## config.mk

```make
export PLATFORM = sky130hd
export DESIGN_NAME = l1_mem_arbiter_flat
export DESIGN_NICKNAME = d
export VERILOG_FILES = /design/src/rtl/l1_mem_arbiter_pkg.sv /design/src/rtl/l1_mem_arbiter_if.sv /design/src/rtl/l1_mem_arbiter_pick.sv /design/src/rtl/l1_mem_arbiter.sv /design/src/flat_wrapper.sv
export SDC_FILE = /design/constraint.sdc
export NUM_CORES = 1
export LEC_CHECK = 0
export ABC_AREA = 1
export BUFFER_PORTS_ARGS = -buffer_cell sky130_fd_sc_hd__buf_2
export CAP_MARGIN = 0
export CORE_AREA = 2 2 242 244
export DETAILED_ROUTE_END_ITERATION = 8
export DIE_AREA = 0 0 244 246
export PLACE_DENSITY = 0.67
export REMOVE_ABC_BUFFERS = 1
export SLEW_MARGIN = 5
export SYNTH_ARGS = -nofsm -noshare
export SYNTH_HDL_FRONTEND = slang
export SYNTH_HIERARCHICAL = 1
export SYNTH_SLANG_ARGS = --single-unit
```

## constraint.sdc

```tcl
create_clock -name clk -period 28.4 [get_ports clk]
set_clock_uncertainty 0.05 [all_clocks]
set_input_delay 2.84 -clock clk [delete_from_list [all_inputs] [get_ports clk]]
set_output_delay 2.84 -clock clk [all_outputs]
set_load 0.01 [all_outputs]
```

## src/rtl/l1_mem_arbiter_pkg.sv

```systemverilog
// Shared types and constants for the L1 main-memory arbiter: FSM state
// encoding, block geometry, the latched request record and a beat extractor.
package mem_arb_pkg;

    localparam int WORD_W     = 16;
    localparam int BEATS      = 8;
    localparam int BLK_W      = 128;
    localparam int BLK_ADDR_W = 12;
    localparam int CNT_W      = 3;

    typedef enum logic [1:0] {
        ST_IDLE = 2'd0,
        ST_WB   = 2'd1,
        ST_RD   = 2'd2,
        ST_DONE = 2'd3
    } arb_state_e;

    typedef struct packed {
        logic                  wb;
        logic [BLK_ADDR_W-1:0] waddr;
        logic [BLK_ADDR_W-1:0] raddr;
        logic [BLK_W-1:0]      wblock;
    } arb_req_t;

    // Word 'idx' of a block; word 0 sits in the least significant bits.
    function automatic logic [WORD_W-1:0] beat_word(input logic [BLK_W-1:0] blk,
                                                    input logic [CNT_W-1:0] idx);
        return blk[int'(idx)*WORD_W +: WORD_W];
    endfunction

endpackage

```

## src/rtl/l1_mem_arbiter_if.sv

```systemverilog
// Word-wide main-memory beat port. master = arbiter side, slave = memory side.
interface l1_mem_arbiter_if #(
    parameter int WORD_W = 16,
    parameter int ADDR_W = 15
);
    logic              mem_req;
    logic              mem_we;
    logic [ADDR_W-1:0] mem_addr;
    logic [WORD_W-1:0] mem_wdata;
    logic [WORD_W-1:0] mem_rdata;
    logic              mem_ack;

    modport master (
        output mem_req, mem_we, mem_addr, mem_wdata,
        input  mem_rdata, mem_ack
    );

    modport slave (
        input  mem_req, mem_we, mem_addr, mem_wdata,
        output mem_rdata, mem_ack
    );
endinterface

```

## src/rtl/l1_mem_arbiter_pick.sv

```systemverilog
// Winner select between the I and D miss engines. With ROUND_ROBIN_EN the
// last winner is remembered and loses the next tie; otherwise D always wins.
module arb_pick
    import mem_arb_pkg::*;
(
`ifdef ROUND_ROBIN_EN
    input  logic clk,
    input  logic rst,
    input  logic grant_en,
`endif
    input  logic i_req,
    input  logic d_req,
    output logic win_d,
    output logic any_req
);

    assign any_req = i_req | d_req;

`ifdef ROUND_ROBIN_EN
    logic last_d_q;
    logic last_d_d;

    // Pick D unless I is also asking and D won the previous grant.
    always_comb begin
        win_d = d_req & (~i_req | ~last_d_q);
        if (grant_en) begin
            last_d_d = win_d;
        end else begin
            last_d_d = last_d_q;
        end
    end

    // Last-winner pointer; reset value lets D take the first tie.
    always_ff @(posedge clk or posedge rst) begin
        if (rst) begin
            last_d_q <= 1'b0;
        end else begin
            last_d_q <= last_d_d;
        end
    end
`else
    assign win_d = d_req;
`endif

endmodule

```

## src/rtl/l1_mem_arbiter.sv

```systemverilog
// Shares one word-wide memory port between the I- and D-cache miss engines:
// optional 8-beat victim writeback, 8-beat refill, one-cycle ack.
// Build option: ROUND_ROBIN_EN selects round-robin instead of fixed D priority.
module l1_mem_arbiter #(
    parameter int WORD_W = 16,
    parameter int BEATS  = 8,
    parameter int ADDR_W = 15
) (
    input  logic                      clk,
    input  logic                      rst,
    input  logic                      i_req,
    input  logic                      d_req,
    input  logic                      i_wb,
    input  logic                      d_wb,
    input  logic [ADDR_W-4:0]         i_waddr,
    input  logic [ADDR_W-4:0]         d_waddr,
    input  logic [ADDR_W-4:0]         i_raddr,
    input  logic [ADDR_W-4:0]         d_raddr,
    input  logic [WORD_W*BEATS-1:0]   i_wblock,
    input  logic [WORD_W*BEATS-1:0]   d_wblock,
    output logic                      i_ack,
    output logic                      d_ack,
    output logic [WORD_W*BEATS-1:0]   i_rblock,
    output logic [WORD_W*BEATS-1:0]   d_rblock,
    l1_mem_arbiter_if.master          mem,
    output logic                      busy,
    output logic                      gnt_d
);
    import mem_arb_pkg::arb_req_t;
    import mem_arb_pkg::beat_word;

    localparam logic [1:0] IDLE      = mem_arb_pkg::ST_IDLE;
    localparam logic [1:0] WB        = mem_arb_pkg::ST_WB;
    localparam logic [1:0] RD        = mem_arb_pkg::ST_RD;
    localparam logic [1:0] DONE      = mem_arb_pkg::ST_DONE;
    localparam logic [2:0] LAST_BEAT = 3'd7;

    logic [1:0]                state_q, state_d;
    logic [2:0]                cnt_q, cnt_d;
    arb_req_t                  req_q, req_d;
    logic                      gnt_d_q, gnt_d_d;
    logic                      i_ack_q, i_ack_d, d_ack_q, d_ack_d;
    logic [WORD_W*BEATS-1:0]   i_rblock_q, i_rblock_d, d_rblock_q, d_rblock_d;
    logic                      mem_req_q, mem_req_d, mem_we_q, mem_we_d;
    logic [ADDR_W-1:0]         mem_addr_q, mem_addr_d;
    logic [WORD_W-1:0]         mem_wdata_q, mem_wdata_d;
    logic                      busy_q, busy_d;
    logic                      win_d_s, any_req_s;

`ifdef ROUND_ROBIN_EN
    logic grant_en_s;
    assign grant_en_s = (state_q == IDLE) && any_req_s;
`endif

    arb_pick u_pick (
`ifdef ROUND_ROBIN_EN
        .clk      (clk),
        .rst      (rst),
        .grant_en (grant_en_s),
`endif
        .i_req    (i_req),
        .d_req    (d_req),
        .win_d    (win_d_s),
        .any_req  (any_req_s)
    );

    // Transfer sequencing: grant in IDLE, count beats on mem_ack, fill rblock.
    always_comb begin
        state_d    = state_q;
        cnt_d      = cnt_q;
        req_d      = req_q;
        gnt_d_d    = gnt_d_q;
        i_rblock_d = i_rblock_q;
        d_rblock_d = d_rblock_q;
        i_ack_d    = 1'b0;
        d_ack_d    = 1'b0;
        case (state_q)
            IDLE: begin
                if (any_req_s) begin
                    gnt_d_d = win_d_s;
                    req_d   = win_d_s ? {d_wb, d_waddr, d_raddr, d_wblock}
                                      : {i_wb, i_waddr, i_raddr, i_wblock};
                    cnt_d   = 3'd0;
                    state_d = (win_d_s ? d_wb : i_wb) ? WB : RD;
                end else begin
                    state_d = IDLE;
                end
            end
            WB: begin
                if (mem.mem_ack) begin
                    if (cnt_q == LAST_BEAT) begin
                        cnt_d   = 3'd0;
                        state_d = RD;
                    end else begin
                        cnt_d = cnt_q + 3'd1;
                    end
                end else begin
                    cnt_d = cnt_q;
                end
            end
            RD: begin
                if (mem.mem_ack) begin
                    if (gnt_d_q) begin
                        d_rblock_d[int'(cnt_q)*WORD_W +: WORD_W] = mem.mem_rdata;
                    end else begin
                        i_rblock_d[int'(cnt_q)*WORD_W +: WORD_W] = mem.mem_rdata;
                    end
                    if (cnt_q == LAST_BEAT) begin
                        cnt_d   = 3'd0;
                        state_d = DONE;
                        d_ack_d = gnt_d_q;
                        i_ack_d = ~gnt_d_q;
                    end else begin
                        cnt_d = cnt_q + 3'd1;
                    end
                end else begin
                    cnt_d = cnt_q;
                end
            end
            DONE:    state_d = IDLE;
            default: state_d = IDLE;
        endcase
    end

    // Memory-port outputs are derived from the next state so they register cleanly.
    always_comb begin
        mem_req_d   = (state_d == WB) || (state_d == RD);
        mem_we_d    = (state_d == WB);
        busy_d      = (state_d != IDLE);
        mem_addr_d  = '0;
        mem_wdata_d = '0;
        if (state_d == WB) begin
            mem_addr_d  = {req_d.waddr, cnt_d};
            mem_wdata_d = beat_word(req_d.wblock, cnt_d);
        end else if (state_d == RD) begin
            mem_addr_d  = {req_d.raddr, cnt_d};
        end else begin
            mem_addr_d  = '0;
        end
    end

    // State and output registers; reset abandons any transfer at once.
    always_ff @(posedge clk or posedge rst) begin
        if (rst) begin
            state_q     <= IDLE;
            cnt_q       <= 3'd0;
            req_q       <= '0;
            gnt_d_q     <= 1'b0;
            i_ack_q     <= 1'b0;
            d_ack_q     <= 1'b0;
            i_rblock_q  <= '0;
            d_rblock_q  <= '0;
            mem_req_q   <= 1'b0;
            mem_we_q    <= 1'b0;
            mem_addr_q  <= '0;
            mem_wdata_q <= '0;
            busy_q      <= 1'b0;
        end else begin
            state_q     <= state_d;
            cnt_q       <= cnt_d;
            req_q       <= req_d;
            gnt_d_q     <= gnt_d_d;
            i_ack_q     <= i_ack_d;
            d_ack_q     <= d_ack_d;
            i_rblock_q  <= i_rblock_d;
            d_rblock_q  <= d_rblock_d;
            mem_req_q   <= mem_req_d;
            mem_we_q    <= mem_we_d;
            mem_addr_q  <= mem_addr_d;
            mem_wdata_q <= mem_wdata_d;
            busy_q      <= busy_d;
        end
    end

    assign i_ack         = i_ack_q;
    assign d_ack         = d_ack_q;
    assign i_rblock      = i_rblock_q;
    assign d_rblock      = d_rblock_q;
    assign gnt_d         = gnt_d_q;
    assign busy          = busy_q;
    assign mem.mem_req   = mem_req_q;
    assign mem.mem_we    = mem_we_q;
    assign mem.mem_addr  = mem_addr_q;
    assign mem.mem_wdata = mem_wdata_q;

endmodule
```

## src/flat_wrapper.sv

```systemverilog
// flat-port wrapper written by rule: the top's interface ports become plain ports
module l1_mem_arbiter_flat import mem_arb_pkg::arb_req_t; import mem_arb_pkg::beat_word;
#(
    parameter int WORD_W = 16,
    parameter int BEATS  = 8,
    parameter int ADDR_W = 15
)
  (clk, rst, i_req, d_req, i_wb, d_wb, i_waddr, d_waddr, i_raddr, d_raddr, i_wblock, d_wblock, i_ack, d_ack, i_rblock, d_rblock, busy, gnt_d, mem_mem_req, mem_mem_we, mem_mem_addr, mem_mem_wdata, mem_mem_rdata, mem_mem_ack);
  l1_mem_arbiter_if #(.WORD_W(WORD_W), .ADDR_W(ADDR_W)) mem_i ();
  input  logic clk;
  input  logic rst;
  input  logic i_req;
  input  logic d_req;
  input  logic i_wb;
  input  logic d_wb;
  input  logic [ADDR_W-4:0] i_waddr;
  input  logic [ADDR_W-4:0] d_waddr;
  input  logic [ADDR_W-4:0] i_raddr;
  input  logic [ADDR_W-4:0] d_raddr;
  input  logic [WORD_W*BEATS-1:0] i_wblock;
  input  logic [WORD_W*BEATS-1:0] d_wblock;
  output logic i_ack;
  output logic d_ack;
  output logic [WORD_W*BEATS-1:0] i_rblock;
  output logic [WORD_W*BEATS-1:0] d_rblock;
  output logic busy;
  output logic gnt_d;
  output wire logic [$bits(mem_i.mem_req)-1:0] mem_mem_req;
  output wire logic [$bits(mem_i.mem_we)-1:0] mem_mem_we;
  output wire logic [$bits(mem_i.mem_addr)-1:0] mem_mem_addr;
  output wire logic [$bits(mem_i.mem_wdata)-1:0] mem_mem_wdata;
  input wire logic [$bits(mem_i.mem_rdata)-1:0] mem_mem_rdata;
  input wire logic [$bits(mem_i.mem_ack)-1:0] mem_mem_ack;
  assign mem_mem_req = mem_i.mem_req;
  assign mem_mem_we = mem_i.mem_we;
  assign mem_mem_addr = mem_i.mem_addr;
  assign mem_mem_wdata = mem_i.mem_wdata;
  assign mem_i.mem_rdata = mem_mem_rdata;
  assign mem_i.mem_ack = mem_mem_ack;
  l1_mem_arbiter #(.WORD_W(WORD_W), .BEATS(BEATS), .ADDR_W(ADDR_W)) u_core (.clk(clk), .rst(rst), .i_req(i_req), .d_req(d_req), .i_wb(i_wb), .d_wb(d_wb), .i_waddr(i_waddr), .d_waddr(d_waddr), .i_raddr(i_raddr), .d_raddr(d_raddr), .i_wblock(i_wblock), .d_wblock(d_wblock), .i_ack(i_ack), .d_ack(d_ack), .i_rblock(i_rblock), .d_rblock(d_rblock), .mem(mem_i), .busy(busy), .gnt_d(gnt_d));
endmodule
```

---- After elaboration in Yosys (flattened, before gate mapping) ----
Index checks and enable logic that the tools add are counted.
word-level totals
  flip-flop bits (word level) ............. 450
  input port bits ......................... 327
  output and inout bits ................... 293
  logic and storage cells ................. 61
operators by class
  add/subtract/negate cells ............... 2
  equality and inequality tests ........... 6
  shifts and indexed selects .............. 3
  muxes and demuxes ....................... 26
  bitwise operators ....................... 2
  reductions and logical operators ........ 7
operators by type and width
  operator                                                                    number
  152-bit 2-to-1 mux                                                          3
  128-bit bitwise mux                                                         2
  16-bit by 33-bit variable shift with 128-bit output (first input constant)  1
  128-bit by 8-bit indexed part select with 16-bit output                     1
  16-bit by 33-bit indexed part select with 128-bit output                    1
  7-bit negator with 33-bit output                                            1
  15-bit 2-to-1 mux                                                           2
  16-bit 2-to-1 mux                                                           1
  2-bit 2-to-1 mux                                                            6
  3-bit 2-to-1 mux                                                            3
  2-bit one-hot mux with 4 select lines                                       1
  1-bit 2-to-1 mux                                                            7
  2-bit == test (second input constant)                                       3
  3-bit one-hot mux with 2 select lines                                       1
  3-bit AND reduction                                                         2
  2-bit by 1-bit == test with 1-bit output (second input constant)            2
  3-bit by 1-bit adder with 3-bit output (second input constant)              1
  3-bit == test (second input constant)                                       1
  2-bit logical NOT                                                           1
  2-bit AND reduction                                                         1
  2-bit nonzero test                                                          1
  2-bit OR reduction                                                          1
  1-bit logical OR                                                            1
  1-bit NOT                                                                   1
  1-bit OR                                                                    1

---- Depth between registers and ports, before layout ----
Gate-level depths: netlist of run 1.
  depth after elaboration ................. 7
  mapped depth ............................ 15
  depth with buffers taken out ............ 13

---- Cells and area by module ----
Netlist of run 1, hierarchy kept.
by module, submodules not included
  module          times used  cells each  area an instance (µm²)
  l1_mem_arbiter  1           2486        20105.5
  arb_pick        1           4           18.8

---- Worst setup path before layout of run 1 ----
Ideal clock, no wire load.
  path kind ............................... input-to-reg
  start point ............................. in i_req
  end point ............................... reg u_core.mem_addr_q[10] (netlist: u_core/mem.mem_addr[10])
  setup time .............................. 0.065 ns
  arrival ................................. 4.763 ns
  slack ................................... 23.521 ns
  cell stages on the path ................. 13
  cell sequence ........................... inv_1 nand2_1 nand2_2 clkinv_2 buf_2 buf_4 buf_4 a22oi_1 ha_1 clkbuf_1 clkbuf_1 nand2_1 nand2_1
on the way
  elaborated cells on any way between the ends .. 9
  classes of those cells .................. eq/ne (2); mux (6); bitwise (1)
RTL lines
  item                                      line                       text
  from (decl)                               flat_wrapper.sv:12         input logic i_req;
  1-bit OR                                  l1_mem_arbiter_pick.sv:17  assign any_req = i_req | d_req;
  named net u_core.any_req_s                l1_mem_arbiter.sv:48       logic win_d_s, any_req_s;
  2-bit 2-to-1 mux                          l1_mem_arbiter.sv:79       if (any_req_s) begin
  2-bit one-hot mux with 4 select lines     l1_mem_arbiter.sv:77       case (state_q)
  2-bit by 1-bit == test with 1-bit output  n/a
  named net u_core.mem_we_d                 l1_mem_arbiter.sv:44       logic mem_req_q, mem_req_d, mem_we_q, mem_we_d;
  15-bit 2-to-1 mux                         l1_mem_arbiter.sv:132      if (state_d == WB) begin
  named net u_core.mem_addr_d[10]           l1_mem_arbiter.sv:45       logic [ADDR_W-1:0] mem_addr_q, mem_addr_d;
  to (signal assigned)                      l1_mem_arbiter.sv:169      mem_addr_q <= mem_addr_d;
  to (decl)                                 l1_mem_arbiter.sv:45
The timed path passes the listed nets, and every way through them passes these cells.
A chain may end at the register's enable or synchronous reset.

---- Worst setup path after layout of run 1 ----
  start point ............................. in d_req
  end point ............................... reg u_core.mem_wdata_q[5] (netlist: u_core/mem.mem_wdata[5])
on the way
  elaborated cells on any way between the ends .. 13
  classes of those cells .................. eq/ne (1); shift (1); mux (10); bitwise (1)
RTL lines
  item                                                                                                                        line                                             text
  from (decl)                                                                                                                 flat_wrapper.sv:13                               input logic d_req;
  1-bit OR (*)                                                                                                                l1_mem_arbiter_pick.sv:17
  named net u_core.any_req_s                                                                                                  l1_mem_arbiter.sv:48
  3-bit 2-to-1 mux, or another cell as far along                                                                              l1_mem_arbiter.sv:79
  3-bit one-hot mux with 2 select lines, or another cell as far along                                                         l1_mem_arbiter.sv:77
  128-bit by 8-bit indexed part select with 16-bit output / 2-bit by 1-bit == test with 1-bit output (equally long branches)  l1_mem_arbiter_pkg.sv:28, l1_mem_arbiter.sv:132
  16-bit 2-to-1 mux (*)                                                                                                       l1_mem_arbiter.sv:132
  named net u_core.mem_wdata_d[5]                                                                                             l1_mem_arbiter.sv:46                             logic [WORD_W-1:0] mem_wdata_q, mem_wdata_d;
  to (signal assigned)                                                                                                        l1_mem_arbiter.sv:170                            mem_wdata_q <= mem_wdata_d;
  to (decl)                                                                                                                   l1_mem_arbiter.sv:46
Mark *: on every way through the listed nets, which the timed path passes. The rest lies on a longest branch.

==> results of run 1 <==
[state kept, by name, summed over array words and instances (netlist names)]
register,count
u_core/i_ack,1
u_core/state_q,2
u_core/d_rblock,128
u_core/mem.mem_wdata,16
u_core/cnt_q,3
u_core/mem.mem_req,1
u_core/gnt_d,1
u_core/i_rblock,128
u_core/req_q,152
u_core/busy,1
u_core/d_ack,1
u_core/mem.mem_addr,15
u_core/mem.mem_we,1
[cell usage in the layout (no fill, tap or decap), drive strengths merged, types with 2 or more instances in the layout]
cell	netlist	final
nand2	690	690
buf	82	634
dfrtp	450	450
o21ai	404	404
nor2	296	296
inv	252	255
nand3	126	126
clkbuf	76	72
a21oi	52	52
or2	40	40
ha	11	11
clkinv	1	10
nor3	5	5
clkinvlp	0	3
bufinv	0	2
[synthesized netlist by cell type]
cell,number,area share
sky130_fd_sc_hd__nor2_1,294,0.055
sky130_fd_sc_hd__nor2_2,1,0.00031
sky130_fd_sc_hd__clkbuf_2,2,0.00050
sky130_fd_sc_hd__buf_2,59,0.015
sky130_fd_sc_hd__clkinv_2,1,0.00025
sky130_fd_sc_hd__inv_4,2,0.00062
sky130_fd_sc_hd__nand4_4,1,0.0011
sky130_fd_sc_hd__o21a_1,1,0.00037
sky130_fd_sc_hd__nor2_4,1,0.00056
sky130_fd_sc_hd__nor3_4,1,0.00081
sky130_fd_sc_hd__ha_1,11,0.0068
sky130_fd_sc_hd__nand3_1,125,0.031
sky130_fd_sc_hd__nand2_1,687,0.13
sky130_fd_sc_hd__or2_2,40,0.012
sky130_fd_sc_hd__a22oi_1,1,0.00037
sky130_fd_sc_hd__inv_1,246,0.046
sky130_fd_sc_hd__nor3_2,2,0.00099
sky130_fd_sc_hd__nand2_2,1,0.00031
sky130_fd_sc_hd__o21ai_1,53,0.013
sky130_fd_sc_hd__buf_6,3,0.0017
sky130_fd_sc_hd__o21ai_0,350,0.087
sky130_fd_sc_hd__o21ai_2,1,0.00044
sky130_fd_sc_hd__nor4_1,1,0.00031
sky130_fd_sc_hd__inv_2,4,0.00075
sky130_fd_sc_hd__buf_4,18,0.0067
sky130_fd_sc_hd__dfrtp_1,450,0.56
sky130_fd_sc_hd__a21oi_1,51,0.013
sky130_fd_sc_hd__buf_1,2,0.00037
sky130_fd_sc_hd__nor3_1,2,0.00050
sky130_fd_sc_hd__nand3_2,1,0.00050
sky130_fd_sc_hd__nand2_4,2,0.0011
sky130_fd_sc_hd__a21oi_4,1,0.00081
sky130_fd_sc_hd__a221o_1,1,0.00050
sky130_fd_sc_hd__clkbuf_1,74,0.014
[power breakdown]
group / switching, uW / internal (uW) / total (uW)
registers: 81.4 / 843 / 924
logic: 545 / 280 / 825
clock network: 269 / 363 / 631
total: 895 / 1490 / 2380
[logic make-up after synthesis]
| logic type | share of synthesized area |
|---|---|
| AND/OR/NAND/NOR | 0.233 |
| AO/OA/AOI/OAI | 0.115 |
| flip-flops | 0.560 |
| buffers and inverters | 0.0852 |
| adder cells (fa/ha/maj) | 0.00684 |
[worst min-delay path by stage]
stage                                       end  slack (ns)  cells past startpoint
2_1_floorplan        u_core/req_q[30]$_DFF_PP0_        0.40                      2
3_3_place_gp     u_core/d_rblock[2]$_DFFE_PP0P_        0.41                      2
3_5_place_dp    u_core/d_rblock[84]$_DFFE_PP0P_        0.42                      2
4_1_cts         u_core/i_rblock[33]$_DFFE_PP0P_        0.43                      2
5_1_grt          u_core/d_rblock[5]$_DFFE_PP0P_        0.45                      2
6_report       u_core/i_rblock[100]$_DFFE_PP0P_        0.43                      2
[metrics by stage]
step                total power [uW]  hold slack [ns]  setup WS, ns
finish                          2380            0.427         22.77
global route                    2560            0.449         22.37
CTS                             2410            0.433         22.70
detailed placement              1770            0.418         22.09
global placement                1750            0.410         22.14
floorplan                       1440            0.402         12.97
[per-layer routing]
layer,up-vias,part of all wire
li1,8840,-
met5,-,0.00075
met1,8632,0.44
met2,714,0.47
met3,110,0.062
met4,6,0.029
[cell type report]
cell class,count,area (um2),area share
clock buffer,72,1400,0.0558
clock inverter,17,180,0.00716
inverter,253,967,0.0384
multi-input combinational,1629,7160,0.285
sequential,450,11300,0.448
tap,765,957,0.0380
timing repair buffer,634,3230,0.128
[critical path, delay by kind of cell]
| kind | cells | cell delay, ns |
|---|---|---|
| buf+inv | 4 | 1.73 |
| compound gates | 2 | 0.35 |
| simple gates | 7 | 1.01 |
==> out/results.md, run 1 <==
| Parameter | This run |
| --- | --- |
| Post-CTS clock slew at the launch and capture registers of the worst setup and hold paths | 0.06 ns |
| Most used routing layer in global routing | met2 |
| Effective utilization at floorplan | 0.351 |
| Crit end category | flip-flop |
| TritonCTS clock tree | built |
| Slowest cell on the critical path | sky130_fd_sc_hd__buf_4 |
| Via count | 18,300 |
| Critical Path AT | 6.03 ns |
| Final worst path period share | 0.198 |
| Syn Inst Count | 2,490 |
| Endpoint of the worst-slack reg-to-reg timing path | u_core/mem.mem_wdata[5]$_DFF_PP0_ |
| Buffer depth of the longest clock path | 3 |
| Pin count of the biggest net entering global routing | 160 |
| Met1 Usage GRT | 0.289 |
| Fraction of the yosys area taken by sequential cells | 0.560 |
| Number of max-capacitance violations reported | 0 |
| HP Class | flip-flop to flip-flop |
| Top cell by count, worst path | sky130_fd_sc_hd__nand2_1 |
| Critical Path Source | d_req |
| Fmax | 0.178 GHz |
| Sinks on Clock Net | 450 |
| PostCTS Resize Cnt | 0 |
| Met2 routing resource usage after global routing | 0.364 |
| Synth cell types | 34 |
| Residual DRC | 0 |
| Number of cells in the design after placement | 3,731 |
| First DRT Iteration DRCs | 1,326 |
| Overall die area | 60,000 um2 |
| Half-perimeter wire length after placement | 45,300 um |
| Final std cells w/o fill | 3,820 |
| Met3 track demand over resource | 0.0337 |
| Design area | 25,200 um2 |
| Floorplan die width | 244 um |
| Max-slew violation count | 0 |
| I/O Buffers | 619 |
| Sum of routed wire length over all layers | 66,300 um |
| Post-synthesis instance area | 20,100 um2 |
| Total global routing track utilization | 0.218 |
| Share of final-layout standard cells stronger than drive strength 1 | 0.252 |
| Layout Nets | 3,355 |
| Status | finished, final reports clean |
| Cell count of the worst reg-to-reg path | 10 |
| Initial antenna violation count | 3 |
| Max IR drop VDD | 0.0696 mV |
| Crit path to | u_core/mem.mem_wdata[5]$_DFF_PP0_ |
| Number of setup buffers added after CTS | 0 |
| Area Growth Syn to Fin | 25.0% |
| Aggregate negative setup slack | 0 ns |
| First-pass GRT wire length | 101,000 um |
| Ant. Diodes | 0 |
| Insertion delay to the later sink of the worst-skew pair | 0.59 ns |
| Ordered list of cells on the worst path | buf_4 -> inv_1 -> nand2_1 -> nand2_4 -> inv_6 -> buf_4 -> o21ai_0 -> o21ai_0 -> nand2_1 -> nand3_1 -> nand2_1 -> nor2_1 -> nor2_1 |
| Worst slew margin | 0.221 |
| RSZ-0062 raised after global routing | false |
| Crit start category | primary input |
| Core Rows | 88 |
| Required time of the worst setup path | 28.80 ns |
| Post-layout util | 0.439 |
| Shortest clock period the worst path allows after layout | 5.63 ns |
| Reg-to-Reg Start | u_core/cnt_q[0]$_DFF_PP0_ |
| Number of nets with antenna violations after routing | 0 |
| H-tree depth | 2 |
| Setup violation total in the final timing report | 0 |
| Critical path start-end classification | primary input to flip-flop |
| R2r setup slk | 24.52 ns |
| Number of buffers created by CTS | 49 |
| Slowest Stage Delay on Critical Path | 0.86 ns |
| Source of the worst hold timing path | u_core/i_rblock[100]$_DFFE_PP0P_ |
| Count of TritonRoute iterations in the first routing pass | 5 |
| Die height | 246 um |
| Power density relative to cell area | 94.6 nW/um2 |
| Lkg Pwr | 0.0137 uW |
| Area after detailed placement | 23,600 um2 |
| DR vias/cell | 4.79 |
| Post-Synthesis Mean Instance Area | 8.08 um2 |
| Number of global-route vias before repair | 17,500 |
| Sum of overflow across all layers after global routing | 0 |
| Number of top-level pins | 620 |
| Root buffer cell | sky130_fd_sc_hd__clkbuf_16 |
| Final-layout fill cell count | 5,849 |
| Number of failing hold endpoints at the final stage | 0 |
| Number of buffers added to fix hold violations after cts | 0 |
| FF+latch count, synth | 450 |
| Transition time at the pin with the least slew margin | 1.17 ns |
| Placeable core region | 57,400 um2 |
| Drt wl/cell | 17.4 um |
| Highest fanout seen on the critical path | 117 |
| Weighted congestion reported at the end of routability-driven placement | 0.807 |
| YS warnings | 6 |
Power figures use the tool's default switching activity.
==> run 2: changes to the inputs <==
==> constraint.sdc (replaced) <==
create_clock -name clk -period 5.5 [get_ports clk]
set_clock_uncertainty 0.05 [all_clocks]
set_input_delay 0.55 -clock clk [delete_from_list [all_inputs] [get_ports clk]]
set_output_delay 0.55 -clock clk [all_outputs]
set_load 0.01 [all_outputs]
==> run 2 against run 1 <==
Register-to-register slack got worse by 23 ns. Final cell count increased by 0.16%. Sequential cell count unchanged. Die area unchanged. Setup slack got worse by 21 ns. Core utilization increased by 0.17 points. Sequential share of layout area decreased by 0.17 points. Count of clock-buffer cells in the layout decreased by 3. Global-route usage decreased by 0.17 points. Routed wire length decreased by 0.44%.
==> out/results.md, run 2 (synthesis gave the netlist of run 1 again) <==
| Parameter | This run |
| --- | --- |
| First-pass GRT wire length | 101,000 um |
| Crit start category | flip-flop |
| TritonCTS clock tree | built |
| Sinks on Clock Net | 450 |
| Flip-flop count of the largest register, all copies and words added | 152 |
| Number of cells in the design after placement | 3,735 |
| First DRT Iteration DRCs | 1,224 |
| Crit path to | u_core/mem.mem_wdata[5]$_DFF_PP0_ |
| Cell count of the worst reg-to-reg path | 10 |
| Half-perimeter wire length after placement | 45,900 um |
| I/O Buffers | 619 |
| Final worst path period share | 0.666 |
| Number of buffers added to fix hold violations after cts | 0 |
| Count of TritonRoute iterations in the first routing pass | 5 |
| Most frequent standard cell in the layout excluding fill and tap cells | sky130_fd_sc_hd__nand2_1 |
| Power density relative to cell area | 489 nW/um2 |
| Leading cell types in the layout, fill and taps excluded | sky130_fd_sc_hd__nand2_1, sky130_fd_sc_hd__buf_2, sky130_fd_sc_hd__dfrtp_1 |
| Share of final-layout standard cells stronger than drive strength 1 | 0.254 |
| Sum of routed wire length over all layers | 66,000 um |
| Drt wl/cell | 17.2 um |
| Total global routing track utilization | 0.216 |
| RSZ-0062 raised after global routing | false |
| Placeable core region | 57,400 um2 |
| Sum of overflow across all layers after global routing | 0 |
| HP Class | primary input to asynchronous set/reset pin |
| Shortest clock period the worst path allows after layout | 3.66 ns |
| R2r setup slk | 1.84 ns |
| Critical Path AT | 4.07 ns |
| Residual DRC | 0 |
| Number of max-capacitance violations reported | 0 |
| Final-layout fill cell count | 5,854 |
| Die height | 246 um |
| DR vias/cell | 4.77 |
| Root buffer cell | sky130_fd_sc_hd__clkbuf_16 |
| Pin count of the biggest net entering global routing | 136 |
| Number of setup buffers added after CTS | 0 |
| Max IR drop VDD | 0.233 mV |
| Highest fanout seen on the critical path | 61 |
| Setup violation total in the final timing report | 0 |
| Effective utilization at floorplan | 0.351 |
| Crit end category | flip-flop |
| Weighted congestion reported at the end of routability-driven placement | 0.850 |
| Area Growth Syn to Fin | 25.5% |
| Final std cells w/o fill | 3,826 |
| Number of failing hold endpoints at the final stage | 0 |
| Initial antenna violation count | 4 |
| Required time of the worst setup path | 5.91 ns |
| Aggregate negative setup slack | 0 ns |
| PostCTS Resize Cnt | 0 |
| Status | finished, final reports clean |
| Lkg Pwr | 0.0138 uW |
| Max-slew violation count | 0 |
| H-tree depth | 2 |
| Critical path start-end classification | flip-flop to flip-flop |
| Worst slew margin | 0.245 |
| Core Rows | 88 |
| Number of nets with antenna violations after routing | 0 |
| Number of global-route vias before repair | 17,400 |
| Transition time at the pin with the least slew margin | 1.13 ns |
| Critical Path Source | u_core/cnt_q[0]$_DFF_PP0_ |
| Overall die area | 60,000 um2 |
| Endpoint of the worst-slack reg-to-reg timing path | u_core/mem.mem_wdata[5]$_DFF_PP0_ |
| Fmax | 0.273 GHz |
| Floorplan die width | 244 um |
| Buffer depth of the longest clock path | 3 |
| Number of top-level pins | 620 |
| Via count | 18,300 |
| Insertion delay to the later sink of the worst-skew pair | 0.58 ns |
| Layout Nets | 3,359 |
| Number of buffers created by CTS | 49 |
| Largest Register | u_core/req_q |
| Post-CTS clock slew at the launch and capture registers of the worst setup and hold paths | 0.06 ns |
| Reg-to-Reg Start | u_core/cnt_q[0]$_DFF_PP0_ |
[run 2: stage by stage]
stage	power, uW	cell area [um2]	worst slack [ns]	hold slack [ns]	util
floorplan	7440	19400	-7.64	0.402	-
global placement	9030	23600	1.69	0.410	0.412
detailed placement	9120	23600	1.62	0.418	0.412
CTS	12500	25300	1.78	0.0644	0.440
global route	13300	25300	1.62	0.0810	0.440
finish	12300	25300	1.84	0.0236	0.440
[run 2: final cells by class]
type / instances / area [um2] / area share
sequential: 450 / 11300 / 0.446
clock buffer: 69 / 1390 / 0.0551
antenna: 1 / 2.50 / 0.0000991
inverter: 253 / 967 / 0.0383
clock inverter: 21 / 233 / 0.00921
multi-input combinational: 1629 / 7160 / 0.284
timing repair buffer: 638 / 3280 / 0.130
tap: 765 / 957 / 0.0379
[run 2: power by group]
group	internal, uW	total [uW]	switching [uW]
logic	1450	4290	2840
registers	4350	4750	404
clock network	1920	3300	1380
total	7720	12300	4620
[run 2: metal layers]
metal | vias to the layer above | GRT usage | wire (um) | part of all wire
met2 | 736 | 0.357 | 31100 | 0.47
met4 | 4 | 0.0811 | 2450 | 0.037
met3 | 112 | 0.0378 | 4360 | 0.066
met1 | 8575 | 0.285 | 28000 | 0.42
li1 | 8829 | - | - | -
met5 | - | 0 | 25 | 0.00038
[run 2: critical path: stages (launching register included)]
cell	delay [ns]
sky130_fd_sc_hd__dfrtp_1	0.52
sky130_fd_sc_hd__ha_1	0.27
sky130_fd_sc_hd__ha_1	0.18
sky130_fd_sc_hd__inv_1	0.16
sky130_fd_sc_hd__nand4_4	0.53
sky130_fd_sc_hd__nand2_4	0.82
sky130_fd_sc_hd__inv_4	0.37
sky130_fd_sc_hd__nor2_1	0.22
sky130_fd_sc_hd__nor2_1	0.07
sky130_fd_sc_hd__nor2_1	0.23
sky130_fd_sc_hd__nor2_1	0.08
[run 2: worst min path at each step]
stage | start | endpoint | slack (ns) | cells after the start
2_1_floorplan | u_core/req_q[30]$_DFF_PP0_ | u_core/req_q[30]$_DFF_PP0_ | 0.40 | 2
3_3_place_gp | u_core/i_rblock[72]$_DFFE_PP0P_ | u_core/i_rblock[72]$_DFFE_PP0P_ | 0.41 | 2
3_5_place_dp | u_core/d_rblock[59]$_DFFE_PP0P_ | u_core/d_rblock[59]$_DFFE_PP0P_ | 0.42 | 2
4_1_cts | rst | u_core/i_rblock[63]$_DFFE_PP0P_ | 0.06 | 2
5_1_grt | rst | u_core/i_rblock[116]$_DFFE_PP0P_ | 0.08 | 2
6_report | rst | u_core/i_rblock[116]$_DFFE_PP0P_ | 0.02 | 2
==> run 3: changes to the inputs <==
--- a/config.mk
+++ b/config.mk
@@ -5,13 +5,13 @@
 export SDC_FILE = /design/constraint.sdc
 export NUM_CORES = 1
 export LEC_CHECK = 0
-export ABC_AREA = 1
+export ABC_AREA = 0
 export BUFFER_PORTS_ARGS = -buffer_cell sky130_fd_sc_hd__buf_2
 export CAP_MARGIN = 0
-export CORE_AREA = 2 2 242 244
+export CORE_AREA = 2 2 238 240
 export DETAILED_ROUTE_END_ITERATION = 8
-export DIE_AREA = 0 0 244 246
-export PLACE_DENSITY = 0.67
+export DIE_AREA = 0 0 240 242
+export PLACE_DENSITY = 0.72
 export REMOVE_ABC_BUFFERS = 1
 export SLEW_MARGIN = 5
 export SYNTH_ARGS = -nofsm -noshare
==> constraint.sdc (replaced) <==
create_clock -name clk -period 3.3 [get_ports clk]
set_clock_uncertainty 0.05 [all_clocks]
set_input_delay 0.33 -clock clk [delete_from_list [all_inputs] [get_ports clk]]
set_output_delay 0.33 -clock clk [all_outputs]
set_load 0.01 [all_outputs]
==> run 3 against run 2 <==
Via count decreased by 17%. Synthesized area increased by 3.2%. Combinational power increased by 88%. Register-to-register slack got worse by 1.6 ns. Global-route usage decreased by 0.53 points. Largest power group unchanged.
==> out/results.md, run 3 <==
| Parameter | This run |
| --- | --- |
| Required time of the worst setup path | 3.73 ns |
| Topmost layer with routed signal wires | met5 |
| Fmax | 0.325 GHz |
| Length of routed met3 wiring | 4130 um |
| Drt wl/cell | 20.8 um |
| First DRT Iteration DRCs | 782 |
| Overall die area | 58,100 um2 |
| DR vias/cell | 5.05 |
| Critical Path AT | 3.51 ns |
| Setup violation total in the final timing report | 0 |
| Number of buffers created by CTS | 47 |
| Layout Nets | 2,551 |
| TritonCTS clock tree | built |
| Number of cells on the worst hold path | 3 |
| Switching power of the nets | 7750 uW |
| Die height | 242 um |
| Via count | 15,200 |
| Number of nets with antenna violations after routing | 0 |
| Most frequent cell after synthesis | sky130_fd_sc_hd__dfrtp_1 |
| Area after detailed placement | 24,600 um2 |
| Count of TritonRoute iterations in the first routing pass | 6 |
| Post-Synthesis Mean Instance Area | 12.8 um2 |
| Half-perimeter wire length after placement | 45,500 um |
| Sinks on Clock Net | 450 |
| Leading cell types in the layout, fill and taps excluded | sky130_fd_sc_hd__buf_2, sky130_fd_sc_hd__dfrtp_1, sky130_fd_sc_hd__mux2_2 |
| Endpoint of the worst-slack reg-to-reg timing path | u_core/mem.mem_wdata[7]$_DFF_PP0_ |
| Placeable core region | 55,700 um2 |
| Crit start category | flip-flop |
| Number of failing hold endpoints at the final stage | 0 |
| Syn Inst Count | 1,623 |
| First-pass GRT wire length | 94,300 um |
| Setup slack at placement | 0.102 ns |
| Core Rows | 87 |
| Total global routing track utilization | 0.211 |
| Register area | 11,300 um2 |
| Post-CTS clock slew at the launch and capture registers of the worst setup and hold paths | 0.06 ns |
| Fraction of the yosys area taken by sequential cells | 0.542 |
| Switching power share of the total | 0.351 |
| Final worst path period share | 0.933 |
| Detail Route met2 WL | 31,800 um |
| Floorplan die width | 240 um |
| Post-synthesis instance area | 20,800 um2 |
| Area contributors post-synth | sky130_fd_sc_hd__dfrtp_1, sky130_fd_sc_hd__mux2_2, sky130_fd_sc_hd__mux2i_1, sky130_fd_sc_hd__mux2_4, sky130_fd_sc_hd__nand2_1 |
| Reg-to-Reg Start | u_core/cnt_q[1]$_DFF_PP0_ |
| Lkg Pwr | 0.0140 uW |
| Worst slew margin | 0.254 |
| Dominant synthesized flop cell | sky130_fd_sc_hd__dfrtp_1 |
| Crit end category | flip-flop |
| Sum of routed wire length over all layers | 62,500 um |
| Post-layout util | 0.470 |
| Shortest clock period the worst path allows after layout | 3.08 ns |
| Buffer depth of the longest clock path | 3 |
| Cell internal power dissipation | 14,300 uW |
| Cell type contributing the most total cell area after synthesis | sky130_fd_sc_hd__dfrtp_1 |
| RSZ-0062 raised after global routing | false |
| Multi-input logic area | 8460 um2 |
| R2r setup slk | 0.22 ns |
| Number of global-route vias before repair | 16,000 |
| Pin count of the biggest net entering global routing | 114 |
| Area Growth Syn to Fin | 26.3% |
| Number of top-level pins | 620 |
| Final-layout fill cell count | 5,027 |
| Max-slew violation count | 0 |
| YS warnings | 6 |
| Transition time at the pin with the least slew margin | 1.12 ns |
| I/O Buffers | 619 |
| Insertion delay to the later sink of the worst-skew pair | 0.58 ns |
| Flip-flop count of the largest register, all copies and words added | 152 |
| Most frequent standard cell in the layout excluding fill and tap cells | sky130_fd_sc_hd__buf_2 |
| Max IR drop VDD | 0.432 mV |
| Aggregate negative setup slack | 0 ns |
| Fin worst setup slack | 0.220 ns |
| Largest Register | u_core/req_q |
| Root buffer cell | sky130_fd_sc_hd__clkbuf_16 |
| Source of the worst hold timing path | d_wblock[81] |
| H-tree depth | 2 |
| HP Class | primary input to flip-flop |
| Share of final-layout standard cells stronger than drive strength 1 | 0.493 |
| Number of setup buffers added after CTS | 0 |
| Sum of routed wire segments on met1 | 25,200 um |
| Critical path start-end classification | flip-flop to flip-flop |
| End point of the most critical hold path | u_core/req_q[81]$_DFF_PP0_ |
| Status | finished, final reports clean |
| Number of max-capacitance violations reported | 0 |
| Highest fanout seen on the critical path | 20 |
| Share of power burned in registers | 0.396 |
| Fraction of registers with async set or reset after synthesis | 1.00 |
| Weighted congestion reported at the end of routability-driven placement | 0.853 |
| Synth cell types | 63 |
| Effective utilization at floorplan | 0.372 |
| Combinational power share | 0.366 |
| Power density relative to cell area | 841 nW/um2 |
| Final Total Pwr | 22,000 uW |
| Design area | 26,200 um2 |
| Top cell types by occurrence after synthesis | sky130_fd_sc_hd__dfrtp_1, sky130_fd_sc_hd__mux2_2, sky130_fd_sc_hd__mux2i_1 |
| Cell count of the worst reg-to-reg path | 13 |
| Residual DRC | 0 |
| FF+latch count, synth | 450 |
| Initial antenna violation count | 7 |
| Number of enable flip-flop cells after synthesis | 0 |
| Clock network fraction of total power | 0.238 |
| Area share of the largest cell type after synthesis | 0.542 |
| Sum of overflow across all layers after global routing | 0 |
==> run 3: repair_timing <==
action,4_1_cts,5_1_grt
gates resized for setup,0,1
hold buffers,4,0
setup endpoints to repair,0,16
endpoints found under the hold margin,100,0
==> run 3: worst max-delay path, stage by stage (launching register included) <==
cell and delay, ns:
sky130_fd_sc_hd__dfrtp_1 0.47, sky130_fd_sc_hd__ha_1 0.22, sky130_fd_sc_hd__ha_1 0.23, sky130_fd_sc_hd__nand2_1 0.10, sky130_fd_sc_hd__a21oi_1 0.07, sky130_fd_sc_hd__o32a_1 0.33, sky130_fd_sc_hd__inv_1 0.13, sky130_fd_sc_hd__ha_4 0.34
sky130_fd_sc_hd__and2_1 0.18, sky130_fd_sc_hd__o311ai_0 0.12, sky130_fd_sc_hd__o211ai_1 0.14, sky130_fd_sc_hd__buf_4 0.30, sky130_fd_sc_hd__o21ai_0 0.18, sky130_fd_sc_hd__o2111ai_1 0.12
==> run 3: stage by stage <==
stage          hold slack (ns)  cells
6_report                0.0323   3009
3_3_place_gp             0.419   2916
5_1_grt                 0.0194   3007
2_1_floorplan            0.385   1498
4_1_cts                0.00305   3005
3_5_place_dp             0.431   2916
==> run 3: kinds of logic (layout without fill, tap and decap cells) <==
kind of cell             after synthesis  in the layout  synth area share
multiplexers                         474            474             0.252
flip-flops                           450            450             0.542
AO/OA/AOI/OAI                        244            244            0.0911
buffers and inverters                231            857            0.0520
AND/OR/NAND/NOR                      213            213            0.0555
adder cells (fa/ha/maj)               11             11           0.00663
other                                  0              4                 0
==> run 3: routing by layer <==
| metal | global-route usage | vias up |
|---|---|---|
| met5 | 0 | - |
| met4 | 0.0599 | 4 |
| met3 | 0.0427 | 102 |
| met2 | 0.374 | 597 |
| met1 | 0.258 | 7548 |
| li1 | - | 6959 |
==> run 3: worst max-delay path by stage <==
stage	cells after the start	startpoint	end	slack (ns)
finish	13	u_core/cnt_q[1]$_DFF_PP0_	u_core/mem.mem_wdata[7]$_DFF_PP0_	0.22
global route	13	u_core/cnt_q[1]$_DFF_PP0_	u_core/mem.mem_wdata[7]$_DFF_PP0_	0.04
CTS	13	u_core/cnt_q[1]$_DFF_PP0_	u_core/mem.mem_wdata[7]$_DFF_PP0_	0.07
detailed placement	13	u_core/cnt_q[1]$_DFF_PP0_	u_core/mem.mem_wdata[7]$_DFF_PP0_	0.10
global placement	13	u_core/cnt_q[1]$_DFF_PP0_	u_core/mem.mem_wdata[8]$_DFF_PP0_	0.17
floorplan	1	rst	u_core/busy$_DFF_PP0_	-9.62
==> run 3: power groups by stage <==
stage,clock network [uW],logic [uW],registers [uW]
floorplan,0,4400,9180
global placement,0,7820,8670
detailed placement,0,8060,8810
CTS,5370,8090,8740
global route,5620,8840,8950
finish,5250,8060,8740
==> run 3: area by class of cell <==
class | instances | share of cell area
Multi-Input combinational cell | 942 | 0.323
Inverter | 106 | 0.0155
Antenna cell | 4 | 0.000382
Tap cell | 756 | 0.0361
Sequential cell | 450 | 0.430
Timing Repair Buffer | 666 | 0.138
Clock inverter | 22 | 0.00931
Clock buffer | 63 | 0.0491
